==> src/rtl/mem_ctrl.sv <==
// -----------------------------------------------------------------------------
// mem_ctrl
//
// Shared byte-wide RAM port for two clients: the instruction fetcher (word
// reads only) and the LSU (byte/half/word loads and stores). Each client
// raises a one-cycle request pulse. The controller queues one request per
// client, serialises the access onto the RAM one byte per cycle, assembles
// read bytes little-endian, and answers with a one-cycle ready pulse.
//
// The RAM returns read data one cycle after the address is presented. A word
// read issued from idle therefore completes with its ready pulse six cycles
// after the request pulse.
//
// A pipeline rollback cancels everything speculative: pending fetches and
// loads, in-flight reads, and any request pulses in the same cycle. Stores are
// already committed, so they always run to completion.
//
// The byte assembly assumes DATA_WIDTH holds exactly four bytes.
//
// Ports
//   clk              clock, all state changes on the rising edge
//   rst              asynchronous active-low reset
//   in_rollback      pipeline flush, sampled at the rising edge
//   in_fetch_ena     fetch request pulse
//   in_fetch_addr    fetch byte address
//   out_fetch_ready  one-cycle pulse, out_fetch_inst valid
//   out_fetch_inst   assembled instruction word (holds between pulses)
//   in_lsu_ena       LSU request pulse
//   in_lsu_wr        1 = store, 0 = load
//   in_lsu_size      00 byte, 01 half, 10/11 word
//   in_lsu_addr      LSU byte address
//   in_lsu_data      store data, low bytes used
//   out_lsu_ready    one-cycle pulse, load data valid or store done
//   out_lsu_data     zero-extended load data (holds between pulses)
//   out_ram_addr     RAM byte address (0 when idle)
//   out_ram_wr       RAM write strobe
//   out_ram_data     RAM write byte
//   in_ram_data      RAM read byte, valid the cycle after its address
// -----------------------------------------------------------------------------
module mem_ctrl #(
  parameter int ADDR_WIDTH = 32,
  parameter int DATA_WIDTH = 32
) (
  input  logic                  clk,
  input  logic                  rst,
  input  logic                  in_rollback,
  input  logic                  in_fetch_ena,
  input  logic [ADDR_WIDTH-1:0] in_fetch_addr,
  output logic                  out_fetch_ready,
  output logic [DATA_WIDTH-1:0] out_fetch_inst,
  input  logic                  in_lsu_ena,
  input  logic                  in_lsu_wr,
  input  logic [1:0]            in_lsu_size,
  input  logic [ADDR_WIDTH-1:0] in_lsu_addr,
  input  logic [DATA_WIDTH-1:0] in_lsu_data,
  output logic                  out_lsu_ready,
  output logic [DATA_WIDTH-1:0] out_lsu_data,
  output logic [ADDR_WIDTH-1:0] out_ram_addr,
  output logic                  out_ram_wr,
  output logic [7:0]            out_ram_data,
  input  logic [7:0]            in_ram_data
);

  typedef enum logic [1:0] {
    IDLE  = 2'd0,
    READ  = 2'd1,
    WRITE = 2'd2
  } state_t;

  state_t state_q, state_d;

  // Pending (queued) requests, one slot per client.
  logic                  pend_fetch_q;
  logic [ADDR_WIDTH-1:0] fetch_addr_q;
  logic                  pend_lsu_q;
  logic                  lsu_wr_q;
  logic [1:0]            lsu_size_q;
  logic [ADDR_WIDTH-1:0] lsu_addr_q;
  logic [DATA_WIDTH-1:0] lsu_data_q;

  // Active access.
  logic [ADDR_WIDTH-1:0] base_q;
  logic [2:0]            len_q;      // bytes in this access: 1, 2 or 4
  logic [2:0]            cnt_q;      // cycles spent in the current state
  logic                  is_fetch_q; // read result goes to the fetch port
  logic [DATA_WIDTH-1:0] wdata_q;    // store bytes, shifted down as written
  logic [DATA_WIDTH-1:0] rbuf_q;     // read bytes collected so far

  // Request arbitration signals.
  logic                  fetch_new, lsu_new;
  logic                  fetch_cand, lsu_cand;
  logic [ADDR_WIDTH-1:0] fetch_cand_addr;
  logic                  cand_wr;
  logic [1:0]            cand_size;
  logic [ADDR_WIDTH-1:0] cand_addr;
  logic [DATA_WIDTH-1:0] cand_data;
  logic                  start_fetch, start_lsu;

  // Read assembly.
  logic [1:0]            rd_idx;
  logic [DATA_WIDTH-1:0] rd_word;

  function automatic logic [2:0] size_to_len(input logic [1:0] size);
    case (size)
      2'b00:   return 3'd1;
      2'b01:   return 3'd2;
      default: return 3'd4;
    endcase
  endfunction

  // ---------------------------------------------------------------------------
  // Arbitration. A client's candidate request is its queued one if present,
  // otherwise a pulse arriving this cycle, so an idle controller starts a new
  // request on the very edge that samples it. A queued request shadows any
  // new pulse from the same client. Rollback removes every candidate except
  // a queued store.
  // ---------------------------------------------------------------------------
  always_comb begin
    // NOTE: every signal driven here gets a value before any branch, so
    // no path can leave one unassigned and infer a latch.
    fetch_new       = in_fetch_ena && !in_rollback && !pend_fetch_q;
    lsu_new         = in_lsu_ena && !in_rollback && !pend_lsu_q;
    fetch_cand      = 1'b0;
    fetch_cand_addr = in_fetch_addr;
    lsu_cand        = 1'b0;
    cand_wr         = in_lsu_wr;
    cand_size       = in_lsu_size;
    cand_addr       = in_lsu_addr;
    cand_data       = in_lsu_data;

    if (pend_lsu_q) begin
      lsu_cand  = !in_rollback || lsu_wr_q;
      cand_wr   = lsu_wr_q;
      cand_size = lsu_size_q;
      cand_addr = lsu_addr_q;
      cand_data = lsu_data_q;
    end else begin
      lsu_cand = lsu_new;
    end

    if (pend_fetch_q) begin
      fetch_cand      = !in_rollback;
      fetch_cand_addr = fetch_addr_q;
    end else begin
      fetch_cand = fetch_new;
    end

    start_lsu   = (state_q == IDLE) && lsu_cand;
    start_fetch = (state_q == IDLE) && !lsu_cand && fetch_cand;
  end

  // ---------------------------------------------------------------------------
  // Read assembly: the byte on in_ram_data now belongs to the address shown
  // one cycle ago, i.e. byte cnt_q-1 of the access.
  // ---------------------------------------------------------------------------
  always_comb begin
    rd_idx  = 2'(cnt_q - 3'd1);
    rd_word = rbuf_q;
    rd_word[{rd_idx, 3'b000} +: 8] = in_ram_data;
  end

  // ---------------------------------------------------------------------------
  // FSM next state and RAM port outputs.
  //   READ : cnt 0..len-1 drive addresses; cnt 1..len capture bytes; the
  //          final capture (cnt == len) registers the ready pulse and leaves.
  //   WRITE: cnt 0..len-1 drive one byte each; the last registers ready.
  // ---------------------------------------------------------------------------
  always_comb begin
    state_d      = state_q;
    out_ram_addr = '0;
    out_ram_wr   = 1'b0;
    out_ram_data = '0;

    case (state_q)
      IDLE: begin
        if (start_lsu) begin
          state_d = cand_wr ? WRITE : READ;
        end else if (start_fetch) begin
          state_d = READ;
        end
      end

      READ: begin
        if (cnt_q < len_q) begin
          out_ram_addr = base_q + ADDR_WIDTH'(cnt_q);
        end
        if (in_rollback || cnt_q == len_q) begin
          state_d = IDLE;
        end
      end

      WRITE: begin
        out_ram_wr   = 1'b1;
        out_ram_addr = base_q + ADDR_WIDTH'(cnt_q);
        out_ram_data = wdata_q[7:0];
        if (cnt_q == len_q - 3'd1) begin
          state_d = IDLE;
        end
      end

      default: state_d = IDLE;
    endcase
  end

  always_ff @(posedge clk or negedge rst) begin
    if (!rst) begin
      state_q <= IDLE;
    end else begin
      // NOTE: registers use non-blocking assignment so every flop samples
      // the pre-edge values of the others, regardless of block order.
      state_q <= state_d;
    end
  end

  // ---------------------------------------------------------------------------
  // Request queue, access datapath and ready/data outputs.
  // ---------------------------------------------------------------------------
  always_ff @(posedge clk or negedge rst) begin
    if (!rst) begin
      pend_fetch_q    <= 1'b0;
      fetch_addr_q    <= '0;
      pend_lsu_q      <= 1'b0;
      lsu_wr_q        <= 1'b0;
      lsu_size_q      <= '0;
      lsu_addr_q      <= '0;
      lsu_data_q      <= '0;
      base_q          <= '0;
      len_q           <= '0;
      cnt_q           <= '0;
      is_fetch_q      <= 1'b0;
      wdata_q         <= '0;
      rbuf_q          <= '0;
      out_fetch_ready <= 1'b0;
      out_fetch_inst  <= '0;
      out_lsu_ready   <= 1'b0;
      out_lsu_data    <= '0;
    end else begin
      out_fetch_ready <= 1'b0;
      out_lsu_ready   <= 1'b0;

      // Fetch slot: emptied when its access starts or on rollback.
      if (start_fetch || in_rollback) begin
        pend_fetch_q <= 1'b0;
      end else if (fetch_new) begin
        pend_fetch_q <= 1'b1;
        fetch_addr_q <= in_fetch_addr;
      end

      // LSU slot: rollback only discards a queued load, never a store.
      if (start_lsu || (in_rollback && !lsu_wr_q)) begin
        pend_lsu_q <= 1'b0;
      end else if (lsu_new) begin
        pend_lsu_q <= 1'b1;
        lsu_wr_q   <= in_lsu_wr;
        lsu_size_q <= in_lsu_size;
        lsu_addr_q <= in_lsu_addr;
        lsu_data_q <= in_lsu_data;
      end

      case (state_q)
        IDLE: begin
          if (start_lsu || start_fetch) begin
            cnt_q      <= '0;
            rbuf_q     <= '0;
            is_fetch_q <= start_fetch;
            base_q     <= start_lsu ? cand_addr : fetch_cand_addr;
            len_q      <= start_lsu ? size_to_len(cand_size) : 3'd4;
            wdata_q    <= cand_data;
          end
        end

        READ: begin
          cnt_q <= cnt_q + 3'd1;
          if (cnt_q != 3'd0) begin
            rbuf_q <= rd_word;
          end
          // A rollback on the final capture edge still suppresses the pulse.
          if (cnt_q == len_q && !in_rollback) begin
            if (is_fetch_q) begin
              out_fetch_ready <= 1'b1;
              out_fetch_inst  <= rd_word;
            end else begin
              out_lsu_ready <= 1'b1;
              out_lsu_data  <= rd_word;
            end
          end
        end

        WRITE: begin
          cnt_q   <= cnt_q + 3'd1;
          wdata_q <= wdata_q >> 8;
          if (cnt_q == len_q - 3'd1) begin
            out_lsu_ready <= 1'b1;
          end
        end

        default: ;
      endcase
    end
  end

endmodule

==> config.mk <==
export PLATFORM = sky130hd
export DESIGN_NAME = mem_ctrl
export DESIGN_NICKNAME = d
export VERILOG_FILES = /design/src/rtl/mem_ctrl.sv
export SDC_FILE = /design/constraint.sdc
export NUM_CORES = 1
export LEC_CHECK = 0
export ABC_AREA = 0
export BUFFER_PORTS_ARGS = -buffer_cell sky130_fd_sc_hd__buf_2
export CORE_ASPECT_RATIO = 0.7
export CORE_UTILIZATION = 50
export DETAILED_ROUTE_END_ITERATION = 8
export PLACE_DENSITY_LB_ADDON = 0.12
export SYNTH_ARGS = -nofsm -noshare
export SYNTH_HDL_FRONTEND = slang
export SYNTH_SLANG_ARGS = --single-unit
==> constraint.sdc <==
create_clock -name clk -period 2.91 [get_ports clk]
set_input_delay 0.291 -clock clk [delete_from_list [all_inputs] [get_ports clk]]
set_output_delay 0.291 -clock clk [all_outputs]
set_load 0.1 [all_outputs]
==> results of run 1 <==
==> per-stage QoR <==
| stage | cells | hold WS, ns | worst slack [ns] | total power, mW |
|---|---|---|---|---|
| after detailed placement | 1825 | 0.3970 | 0.2636 | 18.42 |
| after global placement | 1825 | 0.3972 | 0.2899 | 18.20 |
| after global routing | 1980 | 0.007877 | -0.4642 | 24.24 |
| after CTS | 1973 | 0.0003421 | -0.2630 | 22.88 |
| after floorplan | 1318 | -0.004591 | -0.1931 | 15.47 |
| final | 1980 | 0.01876 | -0.3348 | 22.99 |
==> final cells by class <==
type                       count  area (um2)  share of cell area
antenna                        2       5.005           0.0002797
clock buffer                  37       825.8             0.04615
clock inverter                15       215.2             0.01203
inverter                      17       67.56            0.003776
multi-input combinational    931        6510              0.3638
sequential                   272        6814              0.3808
tap                          357       446.7             0.02496
timing repair buffer         349        3008              0.1681
==> what timing repair did <==
item,4_1_cts,5_1_grt
resized for setup,21,10
pin swaps,5,8
endpoints found under the setup margin,27,31
gates cloned,3,1
hold buffers,88,0
endpoints found under the hold margin,186,0
setup buffers,5,4
==> per-layer routing <==
layer | wire length, um | vias up | track usage
li1 | - | 5202 | -
met1 | 16880 | 5262 | 0.3831
met2 | 15430 | 265 | 0.3826
met3 | 1930 | 55 | 0.04120
met4 | 691 | 0 | 0.05834
met5 | 0 | - | 0
==> critical path: stages (launching register included) <==
cell and delay, ns:
dfrtp_1 0.44, inv_1 0.12, fa_2 0.42, nand2b_4 0.17, a2111oi_4 0.41, buf_2 0.25
nand3_1 0.11, xor2_1 0.20, nor2_4 0.12, buf_12 0.18
==> flip-flops by register name, indices dropped and copies added (netlist names) <==
register and cells:
base_q 32, cnt_q 3, fetch_addr_q 32, is_fetch_q 1
len_q 3, lsu_addr_q 32, lsu_data_q 32, lsu_size_q 2
lsu_wr_q 1, out_fetch_inst 32, out_fetch_ready 1, out_lsu_data 32
out_lsu_ready 1, pend_fetch_q 1, pend_lsu_q 1, rbuf_q 32
state_q 2, wdata_q 32
==> cell usage after synthesis (3+ instances only) <==
library cell  number  share of area
nor3_1             3         0.0011
nor2_2             3         0.0014
and3_1             5         0.0023
a211oi_1          34          0.019
nand2_1           83          0.023
xor2_1            23          0.015
buf_4              8         0.0045
clkbuf_1          40          0.011
ha_1              16          0.015
mux2i_1           68          0.051
dfrtp_1          272           0.51
inv_1             17         0.0047
and2_1            11         0.0051
o31ai_1            8         0.0045
a21oi_1          158          0.059
clkbuf_2           3         0.0011
nand4_1           13         0.0060
buf_1              9         0.0025
a22oi_1           32          0.018
nand3_1           48          0.018
mux2_2            97          0.081
o211ai_1           3         0.0017
nor2b_1           71          0.033
nor2_1           123          0.034
o21ai_0           89          0.033
a2111oi_4          3         0.0061
buf_2             36          0.013
xnor2_1            8         0.0052
==> how the worst min path moves through the flow <==
stage	from	to	slack [ns]
after floorplan	rst	base_q[0]	-0.005
after global routing	in_lsu_data[7]	lsu_data_q[7]	0.008
after global placement	rst	fetch_addr_q[10]	0.40
after CTS	in_lsu_data[7]	lsu_data_q[7]	0.0003
after detailed placement	rst	fetch_addr_q[10]	0.40
final	in_lsu_addr[12]	lsu_addr_q[12]	0.02
==> report_power, final <==
part / leakage (nW) / internal (mW) / switching [mW] / total (mW)
logic: 3.81 / 4.16 / 8.29 / 12.4
clock network: 0.508 / 2.44 / 1.55 / 3.99
registers: 3.39 / 5.45 / 1.10 / 6.55
total: 7.71 / 12.0 / 10.9 / 23.0
==> logic make-up (layout without fill, tap and decap cells) <==
logic type	after synthesis	count (layout)	share of synthesized area
AOI/OAI and AO/OA	340	340	0.1488
xor gates and xnor gates	31	31	0.02016
adders and majority gates	17	17	0.01635
buffers and inverters	115	418	0.03901
DFF	272	272	0.5053
muxes	167	167	0.1333
other	0	2	0
and+or+nand+nor	376	376	0.1370
==> metrics.txt, run 1 <==
# TYPE chip_impl_metric gauge
chip_impl_metric{name="drt_iter0_markers",unit=""} 648
chip_impl_metric{name="timing.final.setup_violations",unit=""} 18
chip_impl_metric{name="drt_drc_violations_left",unit=""} 0
chip_impl_metric{name="post-route-cell-area",unit="um2"} 17890
chip_impl_metric{name="detail-route-antenna-nets",unit=""} 0
chip_impl_metric{name="avgViaCountPerCell",unit=""} 5.446
chip_impl_info{name="failed_checks",value="negative setup slack"} 1
chip_impl_info{name="path_class",value="reg2out"} 1
chip_impl_metric{name="grt_max_degree",unit=""} 105
chip_impl_metric{name="ys_seq_elements",unit=""} 272
chip_impl_metric{name="fin_ws",unit="ns"} -0.3348
chip_impl_info{name="main_synth_ff_type",value="dfrtp_1"} 1
chip_impl_metric{name="finalSetupTns",unit="ns"} -3.807
chip_impl_metric{name="first_global_vias",unit=""} 10450
chip_impl_info{name="mostFrequentLayoutCell",value="dfrtp_1"} 1
chip_impl_metric{name="timing.hold.worst_path_depth",unit=""} 2
chip_impl_metric{name="drive_gt1_frac",unit=""} 0.2967
chip_impl_info{name="timing.critical_path.from_type",value="flip-flop"} 1
chip_impl_metric{name="leakage",unit="nW"} 7.706
chip_impl_metric{name="initial_core_util",unit=""} 0.5169
chip_impl_metric{name="routed_wl",unit="mm"} 34.93
chip_impl_info{name="outcome",value="complete, but fails checks"} 1
chip_impl_metric{name="die_extent_in_x",unit="um"} 198.2
chip_impl_info{name="clock_root_buffer",value="clkbuf_16"} 1
chip_impl_metric{name="regToRegSetupSlack",unit="ns"} 0.48
chip_impl_metric{name="grt_usage",unit=""} 0.2540
chip_impl_metric{name="layout.filler_cells",unit=""} 1991
chip_impl_metric{name="hpwlAfterDp",unit="mm"} 22.70
chip_impl_info{name="most-common-layout-cells",value="dfrtp_1 (268), buf_2 (186), a21oi_1 (155), nor2_1 (97), mux2_2 (97)"} 1
chip_impl_metric{name="route.vias.total",unit=""} 10780
chip_impl_metric{name="synth_enable_flop_cells",unit=""} 0
chip_impl_metric{name="fin_crit_sh",unit=""} 1.115
chip_impl_metric{name="drv.max_cap_violation_count",unit=""} 0
chip_impl_metric{name="report.final.slew_viol_count",unit=""} 0
chip_impl_metric{name="clock_tree_buffer_depth",unit=""} 3
chip_impl_metric{name="fmax",unit="MHz"} 308.2
chip_impl_info{name="crit_path_end",value="out_ram_addr[30]"} 1
chip_impl_metric{name="post_synth_inst_count",unit=""} 1318
chip_impl_metric{name="final.setup_skew",unit="ns"} 0.008990
chip_impl_metric{name="irDropWorstVdd",unit="V"} 0.001032
chip_impl_metric{name="reg2regPathDepth",unit=""} 6
chip_impl_metric{name="async_sr_flop_fraction",unit=""} 1.000
chip_impl_metric{name="power-per-cell-area",unit="nW/um2"} 1285
chip_impl_metric{name="weighted_congestion_reported_at_the_end_of_routability_driven_placement",unit=""} 0.8431
chip_impl_metric{name="finalCriticalPeriod",unit="ns"} 3.245
chip_impl_info{name="clock_tree_from_tritoncts",value="yes"} 1
chip_impl_metric{name="cts_htree_levels",unit=""} 1
chip_impl_metric{name="synthToLayoutAreaGrowth",unit="%"} 32.84
chip_impl_info{name="rr_startpoint",value="state_q[0]"} 1
chip_impl_metric{name="die_ar",unit="um2"} 27610
chip_impl_info{name="timing.hold.worst.class",value="in2reg"} 1
chip_impl_metric{name="port-buffer-count",unit=""} 218
chip_impl_metric{name="synthesis.nets",unit=""} 1447
chip_impl_metric{name="finalCoreUtilization",unit=""} 0.6867
chip_impl_info{name="cp-end-kind",value="output pin"} 1
chip_impl_metric{name="fp.coreArea",unit="um2"} 26060
chip_impl_metric{name="die_height",unit="um"} 139.3
chip_impl_info{name="rsz0062_at_grt",value="true"} 1
chip_impl_metric{name="numCtsBuffers",unit=""} 28
chip_impl_info{name="timing.rr.end",value="wdata_q[8]"} 1
chip_impl_metric{name="wl_per_cell",unit="um"} 17.64
chip_impl_metric{name="synth_cell_type_count",unit=""} 55
chip_impl_metric{name="synthesis.area",unit="um2"} 13470
chip_impl_metric{name="grt_first_pass_wirelength",unit="mm"} 56.00
chip_impl_metric{name="slew_headroom",unit=""} 0.3911
chip_impl_metric{name="io_pins",unit=""} 219
chip_impl_metric{name="antenna_found_initial",unit=""} 2
chip_impl_metric{name="tightestPinTransition",unit="ns"} 0.9134
chip_impl_info{name="timing.critical_path.from",value="base_q[1]"} 1
chip_impl_metric{name="fin_nets",unit=""} 1728
chip_impl_metric{name="worst_skew_pair.late_latency",unit="ns"} 0.54
chip_impl_metric{name="critPathArrivalTime",unit="ns"} 2.95
chip_impl_metric{name="crit_path_max_fanout",unit=""} 5
chip_impl_metric{name="hold_viol",unit=""} 0
chip_impl_metric{name="synthesis.area_per_instance",unit="um2"} 10.22
chip_impl_metric{name="number_of_sinks_handled_by_clock_tree_synthesis",unit=""} 272
chip_impl_metric{name="critical_path_required",unit="ns"} 2.62
chip_impl_metric{name="yosysWarnings",unit=""} 0
chip_impl_metric{name="grt-ovfl-total",unit=""} 0
chip_impl_metric{name="first_pass_iters",unit=""} 5
chip_impl_metric{name="num_rows",unit=""} 49
chip_impl_metric{name="cts.clk_slew.worst_paths",unit="ns"} 0.06
chip_impl_metric{name="seq_area_frac_synth",unit=""} 0.5053
chip_impl_metric{name="placement.cell_area",unit="um2"} 15640
Note: power is estimated with default switching activity, not from simulation.
==> inputs of run 2 (changes only) <==
- ABC_AREA: 0 -> 1
==> run 2 against run 1 <==
Against the previous run:
- total power is 2.3% lower
- critical path type unchanged
- the run now ends clean
- final area fell by 3.0%
- largest cell class unchanged
- fmax increased by 14%
- count of clock-buffer cells in the layout up 1
- register-to-register slack about the same
- highest routed layer unchanged
==> metrics.txt, run 2 <==
# TYPE chip_impl_metric gauge
chip_impl_metric{name="fin_ws",unit="ns"} 0.06374
chip_impl_metric{name="power-per-cell-area",unit="nW/um2"} 1293
chip_impl_metric{name="drv.max_cap_violation_count",unit=""} 0
chip_impl_metric{name="cts_htree_levels",unit=""} 1
chip_impl_info{name="timing.rr.end",value="rbuf_q[6]"} 1
chip_impl_info{name="netlist.top_cell.by_area",value="dfrtp_1"} 1
chip_impl_metric{name="hpwlAfterDp",unit="mm"} 26.45
chip_impl_metric{name="drive_gt1_frac",unit=""} 0.2053
chip_impl_metric{name="synthToLayoutAreaGrowth",unit="%"} 25.71
chip_impl_metric{name="clock_tree_buffer_depth",unit=""} 3
chip_impl_metric{name="antennaDiodeCount",unit=""} 0
chip_impl_metric{name="io_pins",unit=""} 219
chip_impl_metric{name="antenna_found_initial",unit=""} 0
chip_impl_metric{name="synth_enable_flop_cells",unit=""} 0
chip_impl_metric{name="initial_core_util",unit=""} 0.5133
chip_impl_metric{name="grt_usage",unit=""} 0.2656
chip_impl_info{name="yosys.cell_count.top_type",value="nand2_1"} 1
chip_impl_metric{name="globalRouteMet3Util",unit=""} 0.03791
chip_impl_info{name="holdCritStartpoint",value="in_lsu_addr[27]"} 1
chip_impl_metric{name="routed_wl",unit="mm"} 37.37
chip_impl_metric{name="final.setup_skew",unit="ns"} 0.02204
chip_impl_info{name="outcome",value="finished clean"} 1
chip_impl_metric{name="timing.final.setup_violations",unit=""} 0
chip_impl_metric{name="numCtsBuffers",unit=""} 28
chip_impl_info{name="clock_tree_from_tritoncts",value="yes"} 1
chip_impl_metric{name="drt_drc_violations_left",unit=""} 0
chip_impl_metric{name="route.vias.total",unit=""} 12350
chip_impl_info{name="ys_top_cells_by_count",value="nand2_1 (366), dfrtp_1 (272), inv_1 (250), o21ai_0 (220), nor2_1 (162)"} 1
chip_impl_info{name="main_synth_ff_type",value="dfrtp_1"} 1
chip_impl_metric{name="grt_max_degree",unit=""} 93
chip_impl_metric{name="report.final.slew_viol_count",unit=""} 0
chip_impl_metric{name="dpl_worst_slack",unit="ns"} 0.3065
chip_impl_metric{name="irDropWorstVdd",unit="V"} 0.0009857
chip_impl_metric{name="async_sr_flop_fraction",unit=""} 1.000
chip_impl_info{name="hold_path_end",value="lsu_addr_q[27]"} 1
chip_impl_metric{name="drt_iter0_markers",unit=""} 1013
chip_impl_metric{name="fin_crit_sh",unit=""} 0.9781
chip_impl_metric{name="synthesis.nets",unit=""} 1892
chip_impl_metric{name="first_pass_iters",unit=""} 5
chip_impl_metric{name="gr-usage-met1",unit=""} 0.3950
chip_impl_metric{name="synthesis.area",unit="um2"} 13810
chip_impl_metric{name="critPathArrivalTime",unit="ns"} 2.56
chip_impl_metric{name="fin_nets",unit=""} 2104
chip_impl_metric{name="finalSetupTns",unit="ns"} 0
chip_impl_info{name="mostFrequentLayoutCell",value="nand2_1"} 1
chip_impl_metric{name="synthesis.area_per_instance",unit="um2"} 7.833
chip_impl_metric{name="fp.coreArea",unit="um2"} 26900
chip_impl_metric{name="synth_cell_type_count",unit=""} 35
chip_impl_metric{name="finalCriticalPeriod",unit="ns"} 2.846
chip_impl_info{name="most_crowded_layer_gr",value="met2"} 1
chip_impl_metric{name="port-buffer-count",unit=""} 218
chip_impl_info{name="path_class",value="reg2out"} 1
chip_impl_metric{name="seq_area_frac_synth",unit=""} 0.4929
chip_impl_metric{name="cts.clk_slew.worst_paths",unit="ns"} 0.07
chip_impl_metric{name="slew_headroom",unit=""} 0.3631
chip_impl_metric{name="layout.filler_cells",unit=""} 2377
chip_impl_metric{name="regToRegSetupSlack",unit="ns"} 0.49
chip_impl_metric{name="number_of_sinks_handled_by_clock_tree_synthesis",unit=""} 272
chip_impl_metric{name="critical_path_required",unit="ns"} 2.62
chip_impl_info{name="clock_root_buffer",value="clkbuf_16"} 1
chip_impl_metric{name="die_ar",unit="um2"} 28300
chip_impl_metric{name="leakage",unit="nW"} 8.489
chip_impl_metric{name="num_rows",unit=""} 50
chip_impl_info{name="cp-end-kind",value="output pin"} 1
chip_impl_metric{name="first_global_vias",unit=""} 11470
chip_impl_metric{name="fmax",unit="MHz"} 351.3
chip_impl_metric{name="crit_path_max_fanout",unit=""} 5
chip_impl_metric{name="grt_util_met2",unit=""} 0.4068
chip_impl_metric{name="stdcell_count",unit=""} 2361
chip_impl_metric{name="reg2regPathDepth",unit=""} 11
chip_impl_metric{name="post_synth_inst_count",unit=""} 1763
chip_impl_metric{name="wl_per_cell",unit="um"} 15.83
chip_impl_metric{name="worst_skew_pair.late_latency",unit="ns"} 0.55
chip_impl_metric{name="tightestPinTransition",unit="ns"} 0.9517
chip_impl_info{name="synth.top_cells.by_area",value="dfrtp_1 (49%), nand2_1 (9.9%), o21ai_0 (8.0%), inv_1 (6.8%), nor2_1 (4.4%)"} 1
chip_impl_metric{name="detail-route-antenna-nets",unit=""} 0
chip_impl_info{name="timing.critical_path.from_type",value="flip-flop"} 1
chip_impl_metric{name="synth_top_area_frac",unit=""} 0.4929
chip_impl_metric{name="grt-ovfl-total",unit=""} 0
chip_impl_metric{name="hold_viol",unit=""} 0
chip_impl_metric{name="timing.hold.worst_path_depth",unit=""} 3
chip_impl_metric{name="placement.cell_area",unit="um2"} 15850
chip_impl_metric{name="post-route-cell-area",unit="um2"} 17360
chip_impl_metric{name="avgViaCountPerCell",unit=""} 5.229
chip_impl_metric{name="die_extent_in_x",unit="um"} 200.6
chip_impl_metric{name="weighted_congestion_reported_at_the_end_of_routability_driven_placement",unit=""} 0.8824
chip_impl_metric{name="die_height",unit="um"} 141.0
chip_impl_info{name="rsz0062_at_grt",value="true"} 1
chip_impl_metric{name="yosysWarnings",unit=""} 0
chip_impl_metric{name="grt_first_pass_wirelength",unit="mm"} 60.55
chip_impl_info{name="rr_startpoint",value="cnt_q[0]"} 1
chip_impl_metric{name="dp.cells",unit=""} 2271
chip_impl_info{name="most-common-layout-cells",value="nand2_1 (361), dfrtp_1 (271), inv_1 (248), o21ai_0 (215), buf_2 (185)"} 1
chip_impl_metric{name="ys_seq_elements",unit=""} 272
chip_impl_info{name="timing.hold.worst.class",value="in2reg"} 1
-- run 2: cell types whose count changed after synthesis, sizes merged, moves of 40 or more --
| cell | change |
|---|---|
| a21oi | -106 |
| inv | +239 |
| mux2 | -57 |
| mux2i | -67 |
| nand2 | +285 |
| nand3 | +45 |
| nor2 | +40 |
| nor2b | -71 |
| o21ai | +232 |
-- run 2: repair_timing --
item                       4_1_cts  5_1_grt
setup endpoints to repair       26       21
setup buffers                    0        4
pin swaps                        3        9
hold endpoints to repair       102        0
gates resized for setup         21       24
hold buffers                    35        0
-- run 2: where the power goes --
group          switching [mW]  total (mW)  internal, mW
logic                    8.95        12.3          3.40
clock network            1.58        3.80          2.23
registers               0.987        6.31          5.32
total                    11.5        22.5          10.9
-- run 2: worst max-delay path, cell delays in order, from the launching register on --
cell,delay [ns]
dfrtp_1,0.35
ha_2,0.19
inv_2,0.04
fa_2,0.38
o21ai_4,0.19
nand3_4,0.15
nor2_4,0.21
a21oi_1,0.11
nor2_2,0.19
buf_12,0.19
-- run 2: logic make-up after synthesis --
group / count (synthesis) / synth area share
AO/OA/AOI/OAI: 423 / 0.1595
multiplexers: 43 / 0.03497
AND/OR/NAND/NOR: 648 / 0.1906
flip-flops: 272 / 0.4929
adder cells (fa/ha/maj): 17 / 0.01595
buffers and inverters: 354 / 0.1023
XOR/XNOR: 6 / 0.003805
-- run 2: cell type report --
| type | count | area [um2] | share of cell area |
|---|---|---|---|
| multi-input cells | 1137 | 5918 | 0.3409 |
| flip-flops and latches | 272 | 6810 | 0.3923 |
| well taps | 364 | 455.4 | 0.02623 |
| clock inverters | 14 | 165.2 | 0.009513 |
| inverters | 257 | 967.2 | 0.05571 |
| clock buffers | 38 | 809.5 | 0.04663 |
| repair buffers | 279 | 2235 | 0.1287 |
-- run 2: per-layer routing --
metal | part of all wire | routed length [um] | up-vias
met2 | 0.44 | 16500 | 405
met1 | 0.48 | 17780 | 5794
li1 | - | - | 6090
met5 | 0 | 0 | -
met4 | 0.024 | 912 | 0
met3 | 0.058 | 2181 | 56
-- run 2: stage by stage --
step,hold slack (ns),power [mW],utilization
2_1_floorplan,-0.004591,15.15,-
3_3_place_gp,0.3061,18.17,0.5892
3_5_place_dp,0.3029,18.39,0.5892
4_1_cts,0.0002596,22.40,0.6416
5_1_grt,0.01602,23.81,0.6453
6_report,0.01620,22.45,0.6453
-- run 2: worst max path at each step --
stage	from	end	slack (ns)	depth (start not counted)
3_5_place_dp	cnt_q[0]	out_ram_addr[16]	0.31	10
6_report	cnt_q[0]	out_ram_addr[24]	0.06	9
2_1_floorplan	cnt_q[0]	out_ram_addr[8]	0.03	8
4_1_cts	base_q[0]	out_ram_addr[8]	0.001	10
5_1_grt	base_q[0]	out_ram_addr[24]	-0.05	9
3_3_place_gp	base_q[0]	out_ram_addr[16]	0.32	10
==> inputs of run 3 (changes only) <==
- CORE_MARGIN: unset -> 4
==> run 3 against run 2 <==
Against the previous run:
- the run now ends with negative setup slack left
- non-clock buffer count increased by 6
- final area up 0.86%
- critical path type unchanged
- fmax shrank 2.3%
- global-route usage shrank 1.3 points
==> metrics.txt, run 3 (synthesis results as in run 2) <==
# TYPE chip_impl_metric gauge
chip_impl_info{name="outcome",value="complete, but fails checks"} 1
chip_impl_info{name="failed_checks",value="negative setup slack"} 1
chip_impl_metric{name="cts.clk_slew.worst_paths",unit="ns"} 0.06
chip_impl_metric{name="drt_drc_violations_left",unit=""} 0
chip_impl_metric{name="port-buffer-count",unit=""} 218
chip_impl_metric{name="crit_path_max_fanout",unit=""} 5
chip_impl_metric{name="drv.max_cap_violation_count",unit=""} 0
chip_impl_metric{name="drive_gt1_frac",unit=""} 0.2123
chip_impl_metric{name="avgViaCountPerCell",unit=""} 5.205
chip_impl_metric{name="drt_iter0_markers",unit=""} 1027
chip_impl_metric{name="die_ar",unit="um2"} 30380
chip_impl_metric{name="fin_ws",unit="ns"} -0.002309
chip_impl_info{name="cp-end-kind",value="output pin"} 1
chip_impl_metric{name="fmax",unit="MHz"} 343.4
chip_impl_info{name="rr_startpoint",value="state_q[0]"} 1
chip_impl_metric{name="hpwlAfterDp",unit="mm"} 27.84
chip_impl_metric{name="grt_first_pass_wirelength",unit="mm"} 62.51
chip_impl_metric{name="finalCoreUtilization",unit=""} 0.6494
chip_impl_metric{name="timing.hold.worst_path_depth",unit=""} 3
chip_impl_metric{name="final.setup_skew",unit="ns"} 0.01606
chip_impl_metric{name="io_pins",unit=""} 219
chip_impl_metric{name="number_of_sinks_handled_by_clock_tree_synthesis",unit=""} 272
chip_impl_metric{name="clock_tree_buffer_depth",unit=""} 3
chip_impl_metric{name="num_rows",unit=""} 50
chip_impl_metric{name="worst_skew_pair.late_latency",unit="ns"} 0.55
chip_impl_info{name="timing.hold.worst.class",value="in2reg"} 1
chip_impl_info{name="clock_tree_from_tritoncts",value="yes"} 1
chip_impl_metric{name="reg2regPathDepth",unit=""} 9
chip_impl_metric{name="finalCriticalPeriod",unit="ns"} 2.912
chip_impl_metric{name="grt-ovfl-total",unit=""} 0
chip_impl_info{name="hold_path_end",value="lsu_data_q[16]"} 1
chip_impl_metric{name="synthToLayoutAreaGrowth",unit="%"} 26.80
chip_impl_metric{name="power-per-cell-area",unit="nW/um2"} 1305
chip_impl_metric{name="report.final.slew_viol_count",unit=""} 0
chip_impl_metric{name="post-route-cell-area",unit="um2"} 17510
chip_impl_metric{name="route.vias.total",unit=""} 12320
chip_impl_info{name="clock_root_buffer",value="clkbuf_16"} 1
chip_impl_metric{name="first_pass_iters",unit=""} 5
chip_impl_metric{name="first_global_vias",unit=""} 11650
chip_impl_metric{name="cts_htree_levels",unit=""} 1
chip_impl_metric{name="critical_path_required",unit="ns"} 2.62
chip_impl_info{name="mostFrequentLayoutCell",value="nand2_1"} 1
chip_impl_metric{name="numCtsBuffers",unit=""} 28
chip_impl_metric{name="fp.coreArea",unit="um2"} 26960
chip_impl_info{name="rsz0062_at_grt",value="true"} 1
chip_impl_metric{name="leakage",unit="nW"} 8.524
chip_impl_metric{name="initial_core_util",unit=""} 0.5122
chip_impl_info{name="most-common-layout-cells",value="nand2_1 (361), dfrtp_1 (270), inv_1 (247), o21ai_0 (213), buf_2 (185)"} 1
chip_impl_info{name="holdCritStartpoint",value="in_lsu_data[16]"} 1
chip_impl_metric{name="slew_headroom",unit=""} 0.3946
chip_impl_metric{name="placement.cell_area",unit="um2"} 15860
chip_impl_metric{name="dpl_worst_slack",unit="ns"} 0.2709
chip_impl_metric{name="die_extent_in_x",unit="um"} 206.6
chip_impl_metric{name="grt_max_degree",unit=""} 77
chip_impl_metric{name="fin_nets",unit=""} 2110
chip_impl_metric{name="timing.final.setup_violations",unit=""} 1
chip_impl_metric{name="critPathArrivalTime",unit="ns"} 2.62
chip_impl_info{name="timing.critical_path.from_type",value="flip-flop"} 1
chip_impl_metric{name="tightestPinTransition",unit="ns"} 0.9081
chip_impl_metric{name="antenna_found_initial",unit=""} 1
chip_impl_metric{name="wl_per_cell",unit="um"} 16.51
chip_impl_metric{name="routed_wl",unit="mm"} 39.07
chip_impl_metric{name="finalSetupTns",unit="ns"} -0.002309
chip_impl_metric{name="die_height",unit="um"} 147.0
chip_impl_metric{name="regToRegSetupSlack",unit="ns"} 0.58
chip_impl_info{name="path_class",value="reg2out"} 1
chip_impl_metric{name="weighted_congestion_reported_at_the_end_of_routability_driven_placement",unit=""} 0.8883
chip_impl_metric{name="fin_crit_sh",unit=""} 1.001
chip_impl_info{name="timing.rr.end",value="wdata_q[18]"} 1
chip_impl_metric{name="grt_usage",unit=""} 0.2530
chip_impl_metric{name="hold_viol",unit=""} 0
chip_impl_metric{name="detail-route-antenna-nets",unit=""} 0
chip_impl_metric{name="irDropWorstVdd",unit="V"} 0.001396
## run 3: cell types whose count changed in the layout (fill, tap and decap cells not counted), sizes merged
cell | previous run | this run
bufinv | 3 | 5
clkbuf | 38 | 36
clkinvlp | 1 | 2
buf | 244 | 252
inv | 258 | 256
diode | 0 | 1
dlygate4sd3 | 35 | 33
## run 3: cell type report
| cell class | instances | area (um2) |
|---|---|---|
| Antenna cell | 1 | 2.502 |
| Clock inverter | 15 | 220.2 |
| Sequential cell | 272 | 6812 |
| Clock buffer | 36 | 780.7 |
| Tap cell | 364 | 455.4 |
| Fill cell | 2361 | 9453 |
| Multi-Input combinational cell | 1137 | 6005 |
| Inverter | 257 | 969.7 |
| Timing Repair Buffer | 285 | 2266 |
## run 3: worst max-delay path: stages (launching register included)
cell and delay, ns:
dfrtp_1 0.35, ha_2 0.19, inv_2 0.04, fa_2 0.42, o21ai_4 0.21, nand3_4 0.16
nor2_4 0.21, nand2_2 0.08, o21ai_2 0.18, nor2_4 0.05, buf_12 0.17
## run 3: per-layer routing
layer  GRT usage  vias to the layer above  routed length [um]
li1            -                     6106                   -
met1      0.3932                     5861               18600
met2      0.3863                      305               17750
met3     0.03155                       46                1977
met4     0.04521                        2                 732
met5           0                        -                  13
## run 3: timing repair
action	CTS	global route
pin swaps	4	20
hold buffers	33	0
setup buffers	4	5
endpoints found under the hold margin	91	0
resized for setup	23	39
setup endpoints to repair	32	25
## run 3: through the flow
step / total power, mW / hold WS, ns / instances
after floorplan: 15.15 / -0.004591 / 1763
after global placement: 18.25 / 0.2897 / 2273
after detailed placement: 18.45 / 0.2840 / 2273
after CTS: 22.69 / 0.0000004441 / 2361
after global routing: 24.22 / 0.008485 / 2366
final: 22.86 / 0.02092 / 2367
## run 3: worst max-delay path by stage
| stage | slack [ns] | to | start | depth (start not counted) |
|---|---|---|---|---|
| floorplan | 0.03 | out_ram_addr[8] | cnt_q[0] | 8 |
| global placement | 0.29 | out_ram_addr[14] | cnt_q[0] | 8 |
| detailed placement | 0.27 | out_ram_addr[14] | cnt_q[0] | 8 |
| CTS | -0.001 | out_ram_addr[14] | base_q[0] | 10 |
| global route | -0.11 | out_ram_addr[22] | base_q[0] | 10 |
| finish | -0.002 | out_ram_addr[22] | cnt_q[0] | 10 |
## run 3: where the power goes
part / total [mW] / internal (mW) / switching (mW)
registers: 6.29 / 5.32 / 0.971
clock network: 3.90 / 2.34 / 1.56
logic: 12.7 / 3.51 / 9.16
